File: src/rtl/i2c_pkg.sv
// Shared I2C definitions: target FSM state encoding plus ACK and R/W bit values.
package i2c_pkg;

  typedef enum logic [3:0] {
    ST_IDLE,
    ST_ADDR,
    ST_ADDR_ACK,
    ST_PTR,
    ST_PTR_ACK,
    ST_WDATA,
    ST_WDATA_ACK,
    ST_RDATA,
    ST_RDATA_ACK,
    ST_WAIT_STOP
  } i2c_state_t;

  localparam logic I2C_ACK   = 1'b0;
  localparam logic I2C_NACK  = 1'b1;
  localparam logic I2C_WRITE = 1'b0;
  localparam logic I2C_READ  = 1'b1;

endpackage

File: src/rtl/i2c_reg_target_if.sv
// Strobe interface between the I2C register target and an external register bank.
// Handshake: reg_wr_en / reg_rd_en are single-clk strobes with no back-pressure; reg_addr
// and reg_wr_data are valid with the strobe, and reg_rd_data must be valid on the clk after reg_rd_en.
interface i2c_reg_target_if #(
  parameter int AW = 4
);
  logic          reg_wr_en;
  logic          reg_rd_en;
  logic [AW-1:0] reg_addr;
  logic [7:0]    reg_wr_data;
  logic [7:0]    reg_rd_data;

  modport master (
    output reg_wr_en, reg_rd_en, reg_addr, reg_wr_data,
    input  reg_rd_data
  );

  modport slave (
    input  reg_wr_en, reg_rd_en, reg_addr, reg_wr_data,
    output reg_rd_data
  );
endinterface

File: src/rtl/i2c_bus_monitor.sv
// Synchronises SCL/SDA pads and derives SCL edges plus START/STOP bus conditions.
module i2c_bus_monitor #(
  parameter int SYNC_STAGES = 2
) (
  input  logic clk,
  input  logic reset_n,
  input  logic scl_i,
  input  logic sda_i,
  output logic scl_rise,
  output logic scl_fall,
  output logic sda_sync,
  output logic start,
  output logic stop
);

  logic [SYNC_STAGES-1:0] scl_sync_q;
  logic [SYNC_STAGES-1:0] sda_sync_q;
  logic                   scl_last;
  logic                   sda_last;
  logic                   scl_s;
  logic                   sda_s;

  // Preset to 1 so an idle (pulled-up) bus produces no edges out of reset.
  always_ff @(posedge clk or negedge reset_n) begin
    if (!reset_n) begin
      scl_sync_q <= '1;
      sda_sync_q <= '1;
      scl_last   <= 1'b1;
      sda_last   <= 1'b1;
    end else begin
      scl_sync_q <= {scl_sync_q[SYNC_STAGES-2:0], scl_i};
      sda_sync_q <= {sda_sync_q[SYNC_STAGES-2:0], sda_i};
      scl_last   <= scl_s;
      sda_last   <= sda_s;
    end
  end

  assign scl_s    = scl_sync_q[SYNC_STAGES-1];
  assign sda_s    = sda_sync_q[SYNC_STAGES-1];
  assign sda_sync = sda_s;
  assign scl_rise = scl_s & ~scl_last;
  assign scl_fall = ~scl_s & scl_last;
  assign start    = scl_s & scl_last & sda_last & ~sda_s;
  assign stop     = scl_s & scl_last & ~sda_last & sda_s;

endmodule

File: src/rtl/i2c_reg_target.sv
// I2C register-access target: address match, pointer byte, auto-incrementing
// multi-byte writes/reads, repeated START, driving an external register bank.
module i2c_reg_target
  import i2c_pkg::*;
#(
  parameter logic [6:0] ADDRESS     = 7'h69,
  parameter int         NUM_REGS    = 16,
  parameter int         SYNC_STAGES = 2
) (
  input  logic               clk,
  input  logic               reset_n,
  input  logic               scl_i,
  input  logic               sda_i,
  output logic               sda_oe,
  i2c_reg_target_if.master   reg_bus,
  output logic               busy,
  output logic               start_det,
  output logic               stop_det,
  output i2c_state_t         dbg_state
);

  localparam int AW = (NUM_REGS <= 2) ? 1 : $clog2(NUM_REGS);

  logic scl_rise, scl_fall, sda_sync, start, stop;

  i2c_bus_monitor #(.SYNC_STAGES(SYNC_STAGES)) u_mon (
    .clk      (clk),
    .reset_n  (reset_n),
    .scl_i    (scl_i),
    .sda_i    (sda_i),
    .scl_rise (scl_rise),
    .scl_fall (scl_fall),
    .sda_sync (sda_sync),
    .start    (start),
    .stop     (stop)
  );

  i2c_state_t    state, state_n;
  logic [7:0]    sh, sh_n;
  logic [2:0]    bit_cnt, bit_cnt_n;
  logic          byte_done, byte_done_n;
  logic [AW-1:0] ptr, ptr_n, ptr_inc;
  logic          sda_oe_n, busy_n;
  logic          wr_en, wr_en_n, rd_en, rd_en_n, rd_en_q;
  logic [AW-1:0] addr_q, addr_n;
  logic [7:0]    wdata_q, wdata_n;

  assign ptr_inc = (ptr == AW'(NUM_REGS - 1)) ? '0 : ptr + AW'(1);

  always_ff @(posedge clk or negedge reset_n) begin
    if (!reset_n) begin
      state     <= ST_IDLE;
      sh        <= '0;
      bit_cnt   <= '0;
      byte_done <= 1'b0;
      ptr       <= '0;
      sda_oe    <= 1'b0;
      busy      <= 1'b0;
      wr_en     <= 1'b0;
      rd_en     <= 1'b0;
      rd_en_q   <= 1'b0;
      addr_q    <= '0;
      wdata_q   <= '0;
    end else begin
      state     <= state_n;
      sh        <= sh_n;
      bit_cnt   <= bit_cnt_n;
      byte_done <= byte_done_n;
      ptr       <= ptr_n;
      sda_oe    <= sda_oe_n;
      busy      <= busy_n;
      wr_en     <= wr_en_n;
      rd_en     <= rd_en_n;
      rd_en_q   <= rd_en;
      addr_q    <= addr_n;
      wdata_q   <= wdata_n;
    end
  end

  always_comb begin
    state_n     = state;
    sh_n        = sh;
    bit_cnt_n   = bit_cnt;
    byte_done_n = byte_done;
    ptr_n       = ptr;
    sda_oe_n    = sda_oe;
    busy_n      = busy;
    wr_en_n     = 1'b0;
    rd_en_n     = 1'b0;
    addr_n      = addr_q;
    wdata_n     = wdata_q;

    if (stop) begin
      state_n     = ST_IDLE;
      sda_oe_n    = 1'b0;
      busy_n      = 1'b0;
      bit_cnt_n   = '0;
      byte_done_n = 1'b0;
    end else if (start) begin
      state_n     = ST_ADDR;
      sda_oe_n    = 1'b0;
      bit_cnt_n   = '0;
      byte_done_n = 1'b0;
    end else begin
      unique case (state)
        ST_ADDR, ST_PTR, ST_WDATA: begin
          if (scl_rise && !byte_done) begin
            sh_n        = {sh[6:0], sda_sync};
            bit_cnt_n   = bit_cnt + 3'd1;
            byte_done_n = (bit_cnt == 3'd7);
          end else if (scl_fall && byte_done) begin
            // Byte is complete; act on it as SCL drops into the ACK clock.
            byte_done_n = 1'b0;
            if (state == ST_ADDR) begin
              if (sh[7:1] == ADDRESS) begin
                sda_oe_n = 1'b1;
                busy_n   = 1'b1;
                state_n  = ST_ADDR_ACK;
              end else begin
                state_n  = ST_WAIT_STOP;
              end
            end else if (state == ST_PTR) begin
              if ({1'b0, sh} < 9'(NUM_REGS)) begin
                ptr_n    = sh[AW-1:0];
                sda_oe_n = 1'b1;
                state_n  = ST_PTR_ACK;
              end else begin
                state_n  = ST_WAIT_STOP;
              end
            end else begin
              wr_en_n  = 1'b1;
              addr_n   = ptr;
              wdata_n  = sh;
              ptr_n    = ptr_inc;
              sda_oe_n = 1'b1;
              state_n  = ST_WDATA_ACK;
            end
          end
        end
        ST_ADDR_ACK: begin
          if (scl_fall) begin
            sda_oe_n = 1'b0;
            if (sh[0] == I2C_READ) begin
              rd_en_n = 1'b1;
              addr_n  = ptr;
              state_n = ST_RDATA;
            end else begin
              state_n = ST_PTR;
            end
          end
        end
        ST_PTR_ACK, ST_WDATA_ACK: begin
          if (scl_fall) begin
            sda_oe_n = 1'b0;
            state_n  = ST_WDATA;
          end
        end
        ST_RDATA: begin
          // Bank data lands two clks after the fall that issued the read; SCL is still low then.
          if (rd_en_q) begin
            sh_n      = reg_bus.reg_rd_data;
            bit_cnt_n = '0;
            sda_oe_n  = ~reg_bus.reg_rd_data[7];
          end else if (scl_fall) begin
            if (bit_cnt == 3'd7) begin
              sda_oe_n  = 1'b0;
              ptr_n     = ptr_inc;
              bit_cnt_n = '0;
              state_n   = ST_RDATA_ACK;
            end else begin
              sh_n      = {sh[6:0], 1'b0};
              bit_cnt_n = bit_cnt + 3'd1;
              sda_oe_n  = ~sh[6];
            end
          end
        end
        ST_RDATA_ACK: begin
          if (scl_rise && sda_sync == I2C_NACK) begin
            state_n = ST_WAIT_STOP;
          end else if (scl_fall) begin
            rd_en_n = 1'b1;
            addr_n  = ptr;
            state_n = ST_RDATA;
          end
        end
        ST_WAIT_STOP: sda_oe_n = 1'b0;
        default: ;
      endcase
    end
  end

  assign reg_bus.reg_wr_en   = wr_en;
  assign reg_bus.reg_rd_en   = rd_en;
  assign reg_bus.reg_addr    = addr_q;
  assign reg_bus.reg_wr_data = wdata_q;
  assign start_det           = start;
  assign stop_det            = stop;
  assign dbg_state           = state;

endmodule

File: src/flat_wrapper.sv
// flat-port wrapper written by rule: the top's interface ports become plain ports
module i2c_reg_target_flat import i2c_pkg::*;
#(
  parameter logic [6:0] ADDRESS     = 7'h69,
  parameter int         NUM_REGS    = 16,
  parameter int         SYNC_STAGES = 2
)
  (clk, reset_n, scl_i, sda_i, sda_oe, busy, start_det, stop_det, dbg_state, reg_bus_reg_wr_en, reg_bus_reg_rd_en, reg_bus_reg_addr, reg_bus_reg_wr_data, reg_bus_reg_rd_data);
  i2c_reg_target_if #(.AW(4)) reg_bus_i ();
  input  logic clk;
  input  logic reset_n;
  input  logic scl_i;
  input  logic sda_i;
  output logic sda_oe;
  output logic busy;
  output logic start_det;
  output logic stop_det;
  output i2c_state_t dbg_state;
  output wire logic [$bits(reg_bus_i.reg_wr_en)-1:0] reg_bus_reg_wr_en;
  output wire logic [$bits(reg_bus_i.reg_rd_en)-1:0] reg_bus_reg_rd_en;
  output wire logic [$bits(reg_bus_i.reg_addr)-1:0] reg_bus_reg_addr;
  output wire logic [$bits(reg_bus_i.reg_wr_data)-1:0] reg_bus_reg_wr_data;
  input wire logic [$bits(reg_bus_i.reg_rd_data)-1:0] reg_bus_reg_rd_data;
  assign reg_bus_reg_wr_en = reg_bus_i.reg_wr_en;
  assign reg_bus_reg_rd_en = reg_bus_i.reg_rd_en;
  assign reg_bus_reg_addr = reg_bus_i.reg_addr;
  assign reg_bus_reg_wr_data = reg_bus_i.reg_wr_data;
  assign reg_bus_i.reg_rd_data = reg_bus_reg_rd_data;
  i2c_reg_target #(.ADDRESS(ADDRESS), .NUM_REGS(NUM_REGS), .SYNC_STAGES(SYNC_STAGES)) u_core (.clk(clk), .reset_n(reset_n), .scl_i(scl_i), .sda_i(sda_i), .sda_oe(sda_oe), .reg_bus(reg_bus_i), .busy(busy), .start_det(start_det), .stop_det(stop_det), .dbg_state(dbg_state));
endmodule
File: config.mk
export PLATFORM = sky130hd
export DESIGN_NAME = i2c_reg_target_flat
export DESIGN_NICKNAME = d
export VERILOG_FILES = /design/src/rtl/i2c_pkg.sv /design/src/rtl/i2c_reg_target_if.sv /design/src/rtl/i2c_bus_monitor.sv /design/src/rtl/i2c_reg_target.sv /design/src/flat_wrapper.sv
export SDC_FILE = /design/constraint.sdc
export NUM_CORES = 1
export LEC_CHECK = 0
export ABC_AREA = 1
export BUFFER_PORTS_ARGS = -buffer_cell sky130_fd_sc_hd__buf_2
export CAP_MARGIN = 0
export CELL_PAD_IN_SITES_DETAIL_PLACEMENT = 0
export CELL_PAD_IN_SITES_GLOBAL_PLACEMENT = 1
export CORE_UTILIZATION = 37
export CTS_CLUSTER_DIAMETER = 50
export DETAILED_ROUTE_END_ITERATION = 8
export GPL_TIMING_DRIVEN = 0
export HOLD_SLACK_MARGIN = 0.08
export PLACE_DENSITY_LB_ADDON = 0.1
export RECOVER_POWER = 25
export SETUP_SLACK_MARGIN = 0.3
export SLEW_MARGIN = 10
export SYNTH_ARGS = -nofsm -noshare
export SYNTH_HDL_FRONTEND = slang
export SYNTH_HIERARCHICAL = 1
export SYNTH_SLANG_ARGS = --single-unit
File: constraint.sdc
create_clock -name clk -period 1.8 [get_ports clk]
set_clock_uncertainty 0.2 [all_clocks]
set_input_delay 0.36 -clock clk [delete_from_list [all_inputs] [get_ports clk]]
set_output_delay 0.36 -clock clk [all_outputs]
set_load 0.01 [all_outputs]
# --- After elaboration in Yosys (flattened, before gate mapping) ---
# Cells that the tools add are included.
op_classes:
  n_lt_le_gt_ge: 1
  n_addsub: 2
  eq_ne: 42
  muxes: 86
  n_bitwise: 18
  reduce_logical: 27
op_table:
  columns: ["cell", "n"]
  rows:
  - ["$mux W4", 32]
  - ["$mux W1", 36]
  - ["$mux W8", 4]
  - ["$ne A4 B3 Y1 const B", 6]
  - ["$mux W3", 7]
  - ["$pmux W4 S5", 1]
  - ["$eq A4 B3 Y1 const B", 4]
  - ["$ne A2 B1 Y1 const B", 8]
  - ["$pmux W8 S2", 1]
  - ["$reduce_and A7 Y1", 2]
  - ["$eq A4 B4 Y1 const B", 3]
  - ["$ne A2 B2 Y1 const B", 6]
  - ["$pmux W4 S3", 1]
  - ["$reduce_and A6 Y1", 2]
  - ["$not A1 Y1", 11]
  - ["$reduce_and A11 Y1", 1]
  - ["$ne A5 B3 Y1 const B", 2]
  - ["$reduce_and A10 Y1", 1]
  - ["$reduce_bool A2 Y1", 5]
  - ["$reduce_and A9 Y1", 1]
  - ["$eq A4 B2 Y1 const B", 2]
  - ["$lt A8 B5 Y1 const B", 1]
  - ["$ne A4 B4 Y1 const B", 2]
  - ["$pmux W4 S2", 1]
  - ["25 further kinds", 36]
totals:
  regBits: 43

# --- Longest topological paths before layout ---
# Gate-level depths: netlist of the first run.
depth:
  word_depth: 9
  ltp_mapped: 12
  mapped_depth_nobuf: 12

# --- Modules after synthesis ---
# The synthesis of the first run kept the hierarchy.
by_module_without_submodules:
  columns: ["mod", "area_each_um2", "instances", "cells_each", "seq_area_each_um2"]
  rows:
  - ["i2c_reg_target", 2258.4, 1, 314, 925.9]
  - ["i2c_bus_monitor", 198.9, 1, 17, 157.7]

# --- Worst setup path after synthesis of the first run ---
# No wires, ideal clock.
synth_path:
  path_type: "reg2reg"
  from: "reg u_core.u_mon.scl_sync_q[1]"
  to: "reg u_core.state[0], in the netlist u_core/dbg_state[0]"
  setup_time_ns: 0.118
  required_time_ns: 1.482
  stages_incl_launch_ff: 12
  slack_ns: -0.337
  arrival_time_ns: 1.820
  cell_sequence: "dfstp_2 > nand2_1 > nor2_1 > nor2_2 > inv_2 > nor2_1 > nand3_1 > nand3_1 > nor2_4 > inv_1 > nand2_1 > nand2_1"
synth_via:
  word_cells_on_any_way: 25
synth_rtl:
  columns: ["item", "line", "rtl"]
  rows:
  - ["start: declaration", "i2c_bus_monitor.sv:16", "logic [SYNC_STAGES-1:0] scl_sync_q;"]
  - ["start signal: assignment", "i2c_bus_monitor.sv:31", "scl_sync_q <= {scl_sync_q[SYNC_STAGES-2:0], scl_i};"]
  - ["$and A1 B1 Y1 (*) (3 in a row)", "i2c_bus_monitor.sv:43", "assign start = scl_s & scl_last & sda_last & ~sda_s;"]
  - ["via start_det", "flat_wrapper.sv:16", "output logic start_det;"]
  - ["$ne A5 B3 Y1 (no source line), or another cell as far along", null, null]
  - ["$reduce_and A9 Y1 (no source line) or $mux W4 (tied branches)", null, null]
  - ["end signal: assignment", "i2c_reg_target.sv:65", "state <= state_n;"]
  - ["end: declaration", "i2c_reg_target.sv:38", "i2c_state_t state, state_n;"]
# The timed path passes the listed nets; every way through them passes the cells marked *.
# A chain may end at the register's enable or synchronous reset.

# --- Final worst setup path of the first run ---
layout_path:
  from: "reg u_core.state[3], in the netlist u_core/dbg_state[3]"
  to: "reg u_core.state[0], in the netlist u_core/dbg_state[0]"
layout_via:
  elab_chain_cells: 8
  word_cells_on_any_way: 27
layout_rtl:
  columns: ["item", "line", "rtl"]
  rows:
  - ["$eq A4 B2 Y1", "i2c_reg_target.sv:105, i2c_reg_target.sv:122", null]
  - ["$mux W4", "i2c_reg_target.sv:122", "end else if (state == ST_PTR) begin"]
  - ["$mux W4", "i2c_reg_target.sv:114", "if (state == ST_ADDR) begin"]
  - ["$mux W4", "i2c_reg_target.sv:111", "end else if (scl_fall && byte_done) begin"]
  - ["$mux W4", "i2c_reg_target.sv:107", "if (scl_rise && !byte_done) begin"]
  - ["$pmux W4 S5", "i2c_reg_target.sv:105", "unique case (state)"]
  - ["$mux W4", "i2c_reg_target.sv:99", "end else if (start) begin"]
  - ["$mux W4", "i2c_reg_target.sv:93", "if (stop) begin"]
# Parallel ways exist; a longest one is shown, timed or not. The select of a mux whose other input is x is not followed.

==> results of run 1 <==
[worst max-delay path by stage]
stage	start	endpoint	slack [ps]	cells after the start
after global placement	u_core/u_mon/scl_last$_DFF_PN1_	u_core/dbg_state[0]$_DFFE_PN0P_	-290	10
after CTS	u_core/u_mon/scl_sync_q[1]$_DFF_PN1_	u_core/dbg_state[0]$_DFFE_PN0P_	-90	12
after detailed placement	u_core/u_mon/scl_last$_DFF_PN1_	u_core/reg_bus.reg_wr_data[6]$_DFFE_PN0P_	-260	8
final	u_core/dbg_state[3]$_DFFE_PN0P_	u_core/dbg_state[0]$_DFFE_PN0P_	-100	10
after global routing	u_core/u_mon/scl_sync_q[1]$_DFF_PN1_	u_core/sh[3]$_DFFE_PN0P_	-180	10
after floorplan	u_core/u_mon/scl_sync_q[1]$_DFF_PN1_	u_core/dbg_state[0]$_DFFE_PN0P_	10	11
[sequential cells by signal (all words and copies together) (netlist names), 2 cells and up]
name                        cells
u_core/u_mon/scl_sync_q         2
u_core/ptr                      4
u_core/reg_bus.reg_addr         4
u_core/reg_bus.reg_wr_data      8
u_core/sh                       8
u_core/u_mon/sda_sync_q         2
u_core/dbg_state                4
u_core/bit_cnt                  3
[synth_stat cells, drive strengths merged]
master and n:
a21oi 4, a22o 1, and3 1, buf 2, clkbuf 1, dfrtp 37
dfstp 6, ha 3, inv 34, nand2 134, nand3 27, nand4 6
nor2 44, nor3 4, nor3b 1, o21ai 22, o22ai 2, xnor2 1
xor2 1
[metrics by stage]
step / utilization / area [µm²] / total power, mW / setup WS (ps) / hold slack, ps
final: 0.538 / 3430 / 5.30 / -104 / 55.0
after global routing: 0.538 / 3430 / 5.75 / -181 / 144
after CTS: 0.503 / 3210 / 4.99 / -90.1 / 68.0
after detailed placement: 0.439 / 2800 / 4.10 / -264 / 151
after global placement: 0.439 / 2800 / 4.10 / -288 / 146
after floorplan: - / 2540 / 3.43 / 10.2 / -136
[cells by family after synthesis]
kind of cell | synth area share
AND/OR/NAND/NOR | 0.406
flip-flops | 0.441
buffers and inverters | 0.0586
AO/OA/AOI/OAI | 0.0723
adder cells (fa/ha/maj) | 0.0153
XOR/XNOR | 0.00713
[placed cells by master (no fill, tap or decap), types with 13 or more instances in the layout]
cell type,n
nor2_4,18
inv_1,19
nand2_1,108
dfrtp_1,33
nor2_1,17
buf_4,24
o21ai_0,13
nand3_1,19
buf_2,31
nand2_2,17
[layer usage]
metal,vias to the layer above,wire [µm]
li1,1202,-
met1,1103,3350
met2,50,3130
met3,13,203
met4,0,166
met5,-,0
[worst register-to-register path, stage by stage, from the launching register on]
cell     delay (ps)
dfrtp_2         450
buf_12          140
nor2_2          170
nand2_2         120
nand2_4         150
nor2_1           60
nand2_1          70
nand2_2          60
nor2_4          220
nand3_1         130
nand2_1          70
[where the power goes]
group          switching (mW)  total (mW)  leakage [nW]  internal [mW]
clock network           0.338       0.609        0.0412          0.272
registers               0.295        1.58         0.544           1.29
logic                    1.92        3.11          1.17           1.19
[area by class of cell]
type	count	area [µm²]	area share
repair buffers	69	505	0.147
inverters	34	135	0.0393
clock inverters	2	12.5	0.00364
plain buffers	3	30.0	0.00874
flip-flops and latches	43	1090	0.317
well taps	77	96.3	0.0281
clock buffers	6	72.6	0.0211
multi-input cells	251	1490	0.435
[timing repair]
action                                  CTS  global route
setup buffers                            26             7
resized for setup                        26            48
endpoints found under the setup margin   38            41
pin swaps                                37            25
cloned                                    1             0
endpoints found under the hold margin    39             0
hold buffers                              2             0
==> flow_metrics.env, run 1 <==
export IMPL_status="finished, violations left"
export IMPL_violations="setup timing"
export IMPL_final_antenna_net_count=0
export IMPL_hold_viol=0
export IMPL_worstPathRequired_ps=1830
export IMPL_dr_first_iter_drc_count=125
export IMPL_track_usage=0.201
export IMPL_h_tree_depth=2
export IMPL_crit_arrival_ps=1930
export IMPL_grt_pass1_wl_um=11100
export IMPL_diodes=0
export IMPL_crit_type="reg2reg"
export IMPL_root_buffer="clkbuf_8"
export IMPL_cts_tree="built"
export IMPL_worstPathCellList="buf_12 > nor2_2 > nand2_2 > nand2_4 > nor2_1 > nand2_1 > nand2_2 > nor2_4 > nand3_1 > nand2_1"
export IMPL_r2r_slack_ps=-100
export IMPL_setup_tns_ps=-2440
export IMPL_numCtsBuffers=5
export IMPL_max_cap_viol_count=0
export IMPL_core_um2=6390
export IMPL_area_delta_synth_final_pct=39.8
export IMPL_die_w_um=83.5
export IMPL_seq_area_frac_synth=0.441
export IMPL_use_met3=0.0317
export IMPL_nFillCells=627
export IMPL_met2_usage=0.317
export IMPL_io_buffers=33
export IMPL_first_global_vias=2289
export IMPL_grt_overflow_total=0
export IMPL_initial_core_util=0.385
export IMPL_fmax_mhz=525
export IMPL_fin_nets=422
export IMPL_worstPathMaxFanout=7
export IMPL_reg2reg_depth=10
export IMPL_grt_util_met1=0.285
export IMPL_crit_reg2reg_capture="u_core/dbg_state[0]$_DFFE_PN0P_"
export IMPL_drive_gt1_frac=0.429
export IMPL_layout_worst_path_cycle_share=1.06
export IMPL_clock_sinks=43
export IMPL_vdd_drop_max_v=0.000803
export IMPL_r2r_start="u_core/dbg_state[3]$_DFFE_PN0P_"
export IMPL_dr_total_vias=2368
export IMPL_avgSynthCellArea_um2=7.42
export IMPL_final_cells=485
export IMPL_antenna_found_initial=0
export IMPL_slowest_delay_ps=450
export IMPL_drv_slew=0
export IMPL_yosysTopAreaCellShare=0.377
export IMPL_routedWlPerCell_um=14.1
export IMPL_place_congestion=0.868
export IMPL_yosysWarningCount=6
export IMPL_setup_ws_ps=-104
export IMPL_leakage_nw=1.76
export IMPL_crit_path_start_kind="flip-flop"
export IMPL_busiest_layer="met2"
export IMPL_worstHoldPathType="in2async"
export IMPL_critPathTopFamily="simple AND/OR/NAND/NOR gates"
export IMPL_netlist_area_um2=2460
export IMPL_clock_latency_ps=290
export IMPL_io_pins=34
export IMPL_cp_slowest_cell="dfrtp_2"
export IMPL_first_pass_iters=4
export IMPL_grt_max_degree=44
export IMPL_wl_um=6850
export IMPL_clk_path_buf_depth=2
export IMPL_crit_path_end_kind="flip-flop"
export IMPL_timing_critical_path_buf_inv=1
export IMPL_synth_cell_types=30
export IMPL_fin_crit_ps=1900
export IMPL_die_area_um2=6970
export IMPL_dp_hpwl_um=4740
export IMPL_dp_cells=441
export IMPL_synth_seq_cells=43
export IMPL_yosys_area_top_type="dfrtp_1"
export IMPL_powerDensity_nw_per_um2=1540
export IMPL_path_clk_slew_ps=80
export IMPL_synthCells=331
export IMPL_rows=29
export IMPL_setup_viol=34
export IMPL_worst_pin_slew_ps=1080
export IMPL_ys_top_cells_by_area="dfrtp_1 (38%), nand2_1 (19%), dfstp_2 (6.4%)"
export IMPL_synth_nets=346
export IMPL_die_h_um=83.5
export IMPL_relSlewSlack=0.282
export IMPL_drt_drc_violations_left=0
export IMPL_rsz0062_at_grt="true"
export IMPL_via_per_inst=4.88
Power figures use the tool's default switching activity.
==> run 2, diff against run 1 <==
==> constraint.sdc (replaced) <==
create_clock -name clk -period 1.8 [get_ports clk]
set_clock_uncertainty 0.2 [all_clocks]
set_input_delay 0.18 -clock clk [delete_from_list [all_inputs] [get_ports clk]]
set_output_delay 0.18 -clock clk [all_outputs]
set_load 0.01 [all_outputs]
==> run 2 against run 1 <==
Effect of this change:
- the flow finishes with violations (hold timing, setup timing)
- sequential share of layout area decreased by 1.3 points
- routed wire length about the same
- sequential cell count unchanged
- via count increased by 1.9%
- non-clock buffer count increased by 12
- count of clock-buffer cells in the layout unchanged
- cell count increased by 2.5%
- critical path depth increased by 1
- critical path type unchanged
- largest cell class unchanged
- highest routed layer unchanged
==> flow_metrics.env, run 2 (same netlist as run 1, synthesis figures left out) <==
export IMPL_status="finished, violations left"
export IMPL_violations="hold timing, setup timing"
export IMPL_cp_slowest_cell="dfstp_2"
export IMPL_max_cap_viol_count=0
export IMPL_routedWlPerCell_um=13.8
export IMPL_worst_pin_slew_ps=1070
export IMPL_rsz0062_at_grt="true"
export IMPL_root_buffer="clkbuf_8"
export IMPL_worstHoldPathType="in2async"
export IMPL_leakage_nw=1.83
export IMPL_io_buffers=33
export IMPL_first_pass_iters=4
export IMPL_powerDensity_nw_per_um2=1510
export IMPL_final_common_cell="nand2_1"
export IMPL_relSlewSlack=0.287
export IMPL_dr_total_vias=2412
export IMPL_dp_hpwl_um=4740
export IMPL_place_area_um2=2800
export IMPL_crit_type="reg2reg"
export IMPL_worstPathRequired_ps=1840
export IMPL_place_congestion=0.868
export IMPL_clock_latency_ps=290
export IMPL_design_area_um2=3580
export IMPL_fin_nets=434
export IMPL_worstPathMaxFanout=8
export IMPL_die_h_um=83.5
export IMPL_track_usage=0.203
export IMPL_first_global_vias=2311
export IMPL_crit_path_end_kind="flip-flop"
export IMPL_clock_sinks=43
export IMPL_diodes=0
export IMPL_crit_arrival_ps=1930
export IMPL_setup_ws_ps=-90.0
export IMPL_drt_drc_violations_left=0
export IMPL_die_area_um2=6970
export IMPL_grt_overflow_total=0
export IMPL_crit_path_start_kind="flip-flop"
export IMPL_numCtsBuffers=5
export IMPL_layout_worst_path_cycle_share=1.05
export IMPL_vdd_drop_max_v=0.000818
export IMPL_post_route_util=0.561
export IMPL_hold_slack_ps=-130
export IMPL_final_antenna_net_count=0
export IMPL_hold_viol=37
export IMPL_postCtsHoldBufs=9
export IMPL_via_per_inst=4.85
export IMPL_dr_first_iter_drc_count=117
export IMPL_fmax_mhz=529
export IMPL_core_um2=6390
export IMPL_critPathMostFrequentCell="nor2_4"
export IMPL_grt_pass1_wl_um=11200
export IMPL_reg2reg_depth=11
export IMPL_wl_um=6850
export IMPL_die_w_um=83.5
export IMPL_grt_max_degree=44
export IMPL_antenna_found_initial=0
export IMPL_path_clk_slew_ps=80
export IMPL_h_tree_depth=2
export IMPL_slowest_delay_ps=400
export IMPL_drive_gt1_frac=0.450
export IMPL_cts_tree="built"
export IMPL_rows=29
export IMPL_area_delta_synth_final_pct=45.8
export IMPL_worstPathCellList="buf_6 > buf_6 > nor2_4 > inv_2 > nand2_4 > nor2_4 > nor2_4 > nand2_4 > nor2_4 > nand2_1 > nand2_1"
export IMPL_io_pins=34
export IMPL_final_cell_mix="nand2_1 (102), dfrtp_1 (33), buf_2 (30)"
export IMPL_fin_crit_ps=1890
export IMPL_clk_path_buf_depth=2
export IMPL_dp_slack_ps=-264
export IMPL_initial_core_util=0.385
export IMPL_drv_slew=0
export IMPL_setup_viol=30
==> run 2: routing by layer <==
| metal | vias to the layer above | track usage | wire (µm) |
|---|---|---|---|
| li1 | 1231 | - | - |
| met1 | 1118 | 0.285 | 3370 |
| met2 | 51 | 0.325 | 3110 |
| met3 | 12 | 0.0317 | 248 |
| met4 | 0 | 0.0570 | 132 |
| met5 | - | 0 | 0 |
==> run 2: area by class of cell <==
type                       count  area [µm²]
buffer                         3        32.5
clock buffer                   6        72.6
clock inverter                 2        12.5
fill                         610        2800
inverter                      34         135
multi-input combinational    251        1530
sequential                    43        1090
tap                           77        96.3
timing repair buffer          81         619
==> run 2: worst paths after layout <==
path / startpoint / endpoint / slack [ps]
setup / recovery: u_core/u_mon/scl_sync_q[1]$_DFF_PN1_ / u_core/sh[1]$_DFFE_PN0P_ / -90
hold reg to reg: u_core/u_mon/scl_sync_q[0]$_DFF_PN1_ / u_core/u_mon/scl_sync_q[1]$_DFF_PN1_ / 160
max in group asynchronous: reset_n / u_core/dbg_state[3]$_DFFE_PN0P_ / 820
setup reg to reg: u_core/u_mon/scl_sync_q[1]$_DFF_PN1_ / u_core/sh[1]$_DFFE_PN0P_ / -90
hold / removal: reset_n / u_core/dbg_state[0]$_DFFE_PN0P_ / -130
min in group clk: u_core/u_mon/scl_sync_q[0]$_DFF_PN1_ / u_core/u_mon/scl_sync_q[1]$_DFF_PN1_ / 160
==> run 2: power breakdown <==
group          switching (mW)  total [mW]  internal (mW)
Clock                   0.340       0.611          0.272
Sequential              0.312        1.60           1.29
Combinational            1.96        3.21           1.24
==> run 2: repair_timing <==
| item | in CTS | in global routing |
|---|---|---|
| gates cloned | 1 | 0 |
| setup endpoints to repair | 38 | 38 |
| gates resized for setup | 45 | 41 |
| hold endpoints to repair | 46 | 37 |
| pin swaps | 35 | 34 |
| buffers inserted | 27 | 11 |
==> run 2: per-stage QoR <==
stage | setup TNS (ps) | power, mW | hold WS, ps | std cells
global placement | -6700 | 4.10 | 85.1 | 441
finish | -1600 | 5.42 | -130 | 497
detailed placement | -6170 | 4.10 | 90.3 | 441
CTS | -1910 | 5.05 | -112 | 486
floorplan | 0 | 3.43 | -316 | 331
global route | -4060 | 5.87 | -36.5 | 497
==> run 2: worst max-delay path: cells and delay by family, from the launching register on <==
family / cells / cell delay [ps]
buffers and inverters: 3 / 290
AND/OR/NAND/NOR: 8 / 920
flip-flops: 1 / 400
==> run 3, diff against run 2 <==
--- a/config.mk
+++ b/config.mk
@@ -10,6 +10,7 @@
 export CAP_MARGIN = 0
 export CELL_PAD_IN_SITES_DETAIL_PLACEMENT = 0
 export CELL_PAD_IN_SITES_GLOBAL_PLACEMENT = 1
+export CORE_ASPECT_RATIO = 1.1
 export CORE_UTILIZATION = 37
 export CTS_CLUSTER_DIAMETER = 50
 export DETAILED_ROUTE_END_ITERATION = 8
@@ -23,3 +24,4 @@
 export SYNTH_HDL_FRONTEND = slang
 export SYNTH_HIERARCHICAL = 1
 export SYNTH_SLANG_ARGS = --single-unit
+export TNS_END_PERCENT = 1
==> run 3 against run 2 <==
Effect of this change:
- the flow still finishes with violations (hold timing, setup timing)
- first-iteration DRC count shrank 2.6%
- non-clock buffer count shrank 15
- via count shrank 4.0%
- critical path depth shrank 1
- global-route usage grew 1.2 points
==> flow_metrics.env, run 3 (same netlist as run 1, synthesis figures left out) <==
export IMPL_clk_path_buf_depth=2
export IMPL_io_buffers=33
export IMPL_place_area_um2=2770
export IMPL_cts_tree="built"
export IMPL_setup_tns_ps=-1280
export IMPL_diodes=0
export IMPL_comb_power_share=0.538
export IMPL_cp_slowest_cell="dfstp_2"
export IMPL_drv_slew=0
export IMPL_track_usage=0.215
export IMPL_relSlewSlack=0.270
export IMPL_antenna_found_initial=0
export IMPL_hold_slack_ps=-129
export IMPL_first_global_vias=2267
export IMPL_p_sw_mw=2.41
export IMPL_routedWlPerCell_um=13.7
export IMPL_slowest_delay_ps=580
export IMPL_crit_type="reg2reg"
export IMPL_leakage_nw=1.72
export IMPL_area_delta_synth_final_pct=35.1
export IMPL_dp_hpwl_um=4750
export IMPL_grt_max_degree=44
export IMPL_via_per_inst=4.78
export IMPL_setup_viol=31
export IMPL_first_pass_iters=4
export IMPL_p_seq_frac=0.304
export IMPL_worstPathRequired_ps=1840
export IMPL_drive_gt1_frac=0.363
export IMPL_critPathMostFrequentCell="nor2_4"
export IMPL_final_cell_mix="nand2_1 (116), dfrtp_1 (33), buf_2 (32)"
export IMPL_multi_input_area_um2=1400
export IMPL_worstPathCellList="inv_2 > nor2_4 > inv_2 > nand2_2 > nor2_4 > nor2_4 > nand2_4 > nor2_4 > nand2_1 > nand2_1"
export IMPL_worstPathMaxFanout=8
export IMPL_die_h_um=87.5
export IMPL_h_tree_depth=2
export IMPL_switching_share=0.466
export IMPL_grt_pass1_wl_um=11300
export IMPL_dp_cells=444
export IMPL_worst_pin_slew_ps=1100
export IMPL_area_sequential_um2=1090
export IMPL_max_cap_viol_count=0
export IMPL_final_common_cell="nand2_1"
export IMPL_core_um2=6310
export IMPL_die_w_um=79.7
export IMPL_nFillCells=646
export IMPL_pwr_share_clk=0.158
export IMPL_crit_path_start_kind="flip-flop"
export IMPL_dr_first_iter_drc_count=114
export IMPL_rsz0062_at_grt="true"
export IMPL_grt_overflow_total=0
export IMPL_power_mw=5.16
export IMPL_timing_critical_path_buf_inv=2
export IMPL_vdd_drop_max_v=0.000655
export IMPL_dr_total_vias=2316
export IMPL_drt_drc_violations_left=0
export IMPL_crit_arrival_ps=1940
export IMPL_setup_ws_ps=-94.9
export IMPL_dp_slack_ps=-306
export IMPL_internal_power_mw=2.75
export IMPL_die_area_um2=6970
export IMPL_clock_sinks=43
export IMPL_root_buffer="clkbuf_8"
export IMPL_layout_worst_path_cycle_share=1.05
export IMPL_postCtsHoldBufs=9
export IMPL_status="finished, violations left"
export IMPL_place_congestion=0.840
export IMPL_wl_um=6660
export IMPL_powerDensity_nw_per_um2=1550
export IMPL_io_pins=34
export IMPL_final_cells=485
export IMPL_path_clk_slew_ps=80
export IMPL_initial_core_util=0.390
export IMPL_crit_path_end_kind="flip-flop"
export IMPL_clock_latency_ps=300
export IMPL_hold_viol=37
export IMPL_fmax_mhz=528
export IMPL_design_area_um2=3320
export IMPL_critPathTopFamily="simple AND/OR/NAND/NOR gates"
export IMPL_worstHoldPathType="in2async"
export IMPL_violations="hold timing, setup timing"
export IMPL_rows=30
export IMPL_fin_nets=419
export IMPL_fin_crit_ps=1890
export IMPL_final_antenna_net_count=0
export IMPL_numCtsBuffers=5
==> run 3: cell types whose count changed in the layout (fill, tap and decap cells not counted), sizes merged <==
cell and delta:
buf -15, bufinv +1, clkinv -1, clkinvlp -1
inv +1
==> run 3: power by group through the flow <==
stage          clock network (mW)  logic, mW  registers (mW)
2_1_floorplan                   0       1.78            1.58
3_3_place_gp                    0       2.44            1.55
3_5_place_dp                    0       2.45            1.56
4_1_cts                     0.845       2.65            1.55
5_1_grt                     0.874       3.17            1.61
6_report                    0.814       2.78            1.57
==> run 3: final timing paths <==
| kind | from | endpoint | slack, ps | cells after the start |
|---|---|---|---|---|
| hold reg to reg | u_core/u_mon/sda_sync_q[0]$_DFF_PN1_ | u_core/u_mon/sda_sync_q[1]$_DFF_PN1_ | 160 | 0 |
| max in group asynchronous | reset_n | u_core/dbg_state[3]$_DFFE_PN0P_ | 800 | 1 |
| min in group clk | u_core/u_mon/sda_sync_q[0]$_DFF_PN1_ | u_core/u_mon/sda_sync_q[1]$_DFF_PN1_ | 160 | 0 |
| hold / removal | reset_n | u_core/dbg_state[2]$_DFFE_PN0P_ | -130 | 1 |
| setup reg to reg | u_core/u_mon/scl_last$_DFF_PN1_ | u_core/sh[7]$_DFFE_PN0P_ | -90 | 10 |
| setup / recovery | u_core/u_mon/scl_last$_DFF_PN1_ | u_core/sh[7]$_DFFE_PN0P_ | -90 | 10 |
==> run 3: layout make-up <==
class,instances,share of cell area
tap,80,0.0302
clock inverter,2,0.0117
buffer,3,0.00792
timing repair buffer,66,0.135
clock buffer,6,0.0249
inverter,34,0.0407
sequential,43,0.328
multi-input combinational,251,0.422
==> run 3: layer usage <==
metal,vias up,wire (µm),global-route usage
li1,1190,-,-
met1,1075,3080,0.281
met2,45,3260,0.371
met3,6,247,0.0251
met4,0,73,0.0595
met5,-,0,0
==> run 3: through the flow <==
step	util	hold slack, ps
floorplan	-	-316
global placement	0.439	85.1
detailed placement	0.439	86.6
CTS	0.512	-125
global route	0.526	-30.0
finish	0.526	-129
==> run 3: worst register-to-register path, cell delays in order (launching register included) <==
cell	delay (ps)
dfstp_2	580
inv_2	50
nor2_4	190
inv_2	60
nand2_2	80
nor2_4	50
nor2_4	180
nand2_4	70
nor2_4	200
nand2_1	100
nand2_1	60
==> run 3: what timing repair did <==
item,4_1_cts,5_1_grt
gates resized for setup,30,21
cloned,0,0
setup endpoints to repair,38,38
pin swaps,22,27
setup buffers,20,4
endpoints found under the hold margin,46,37
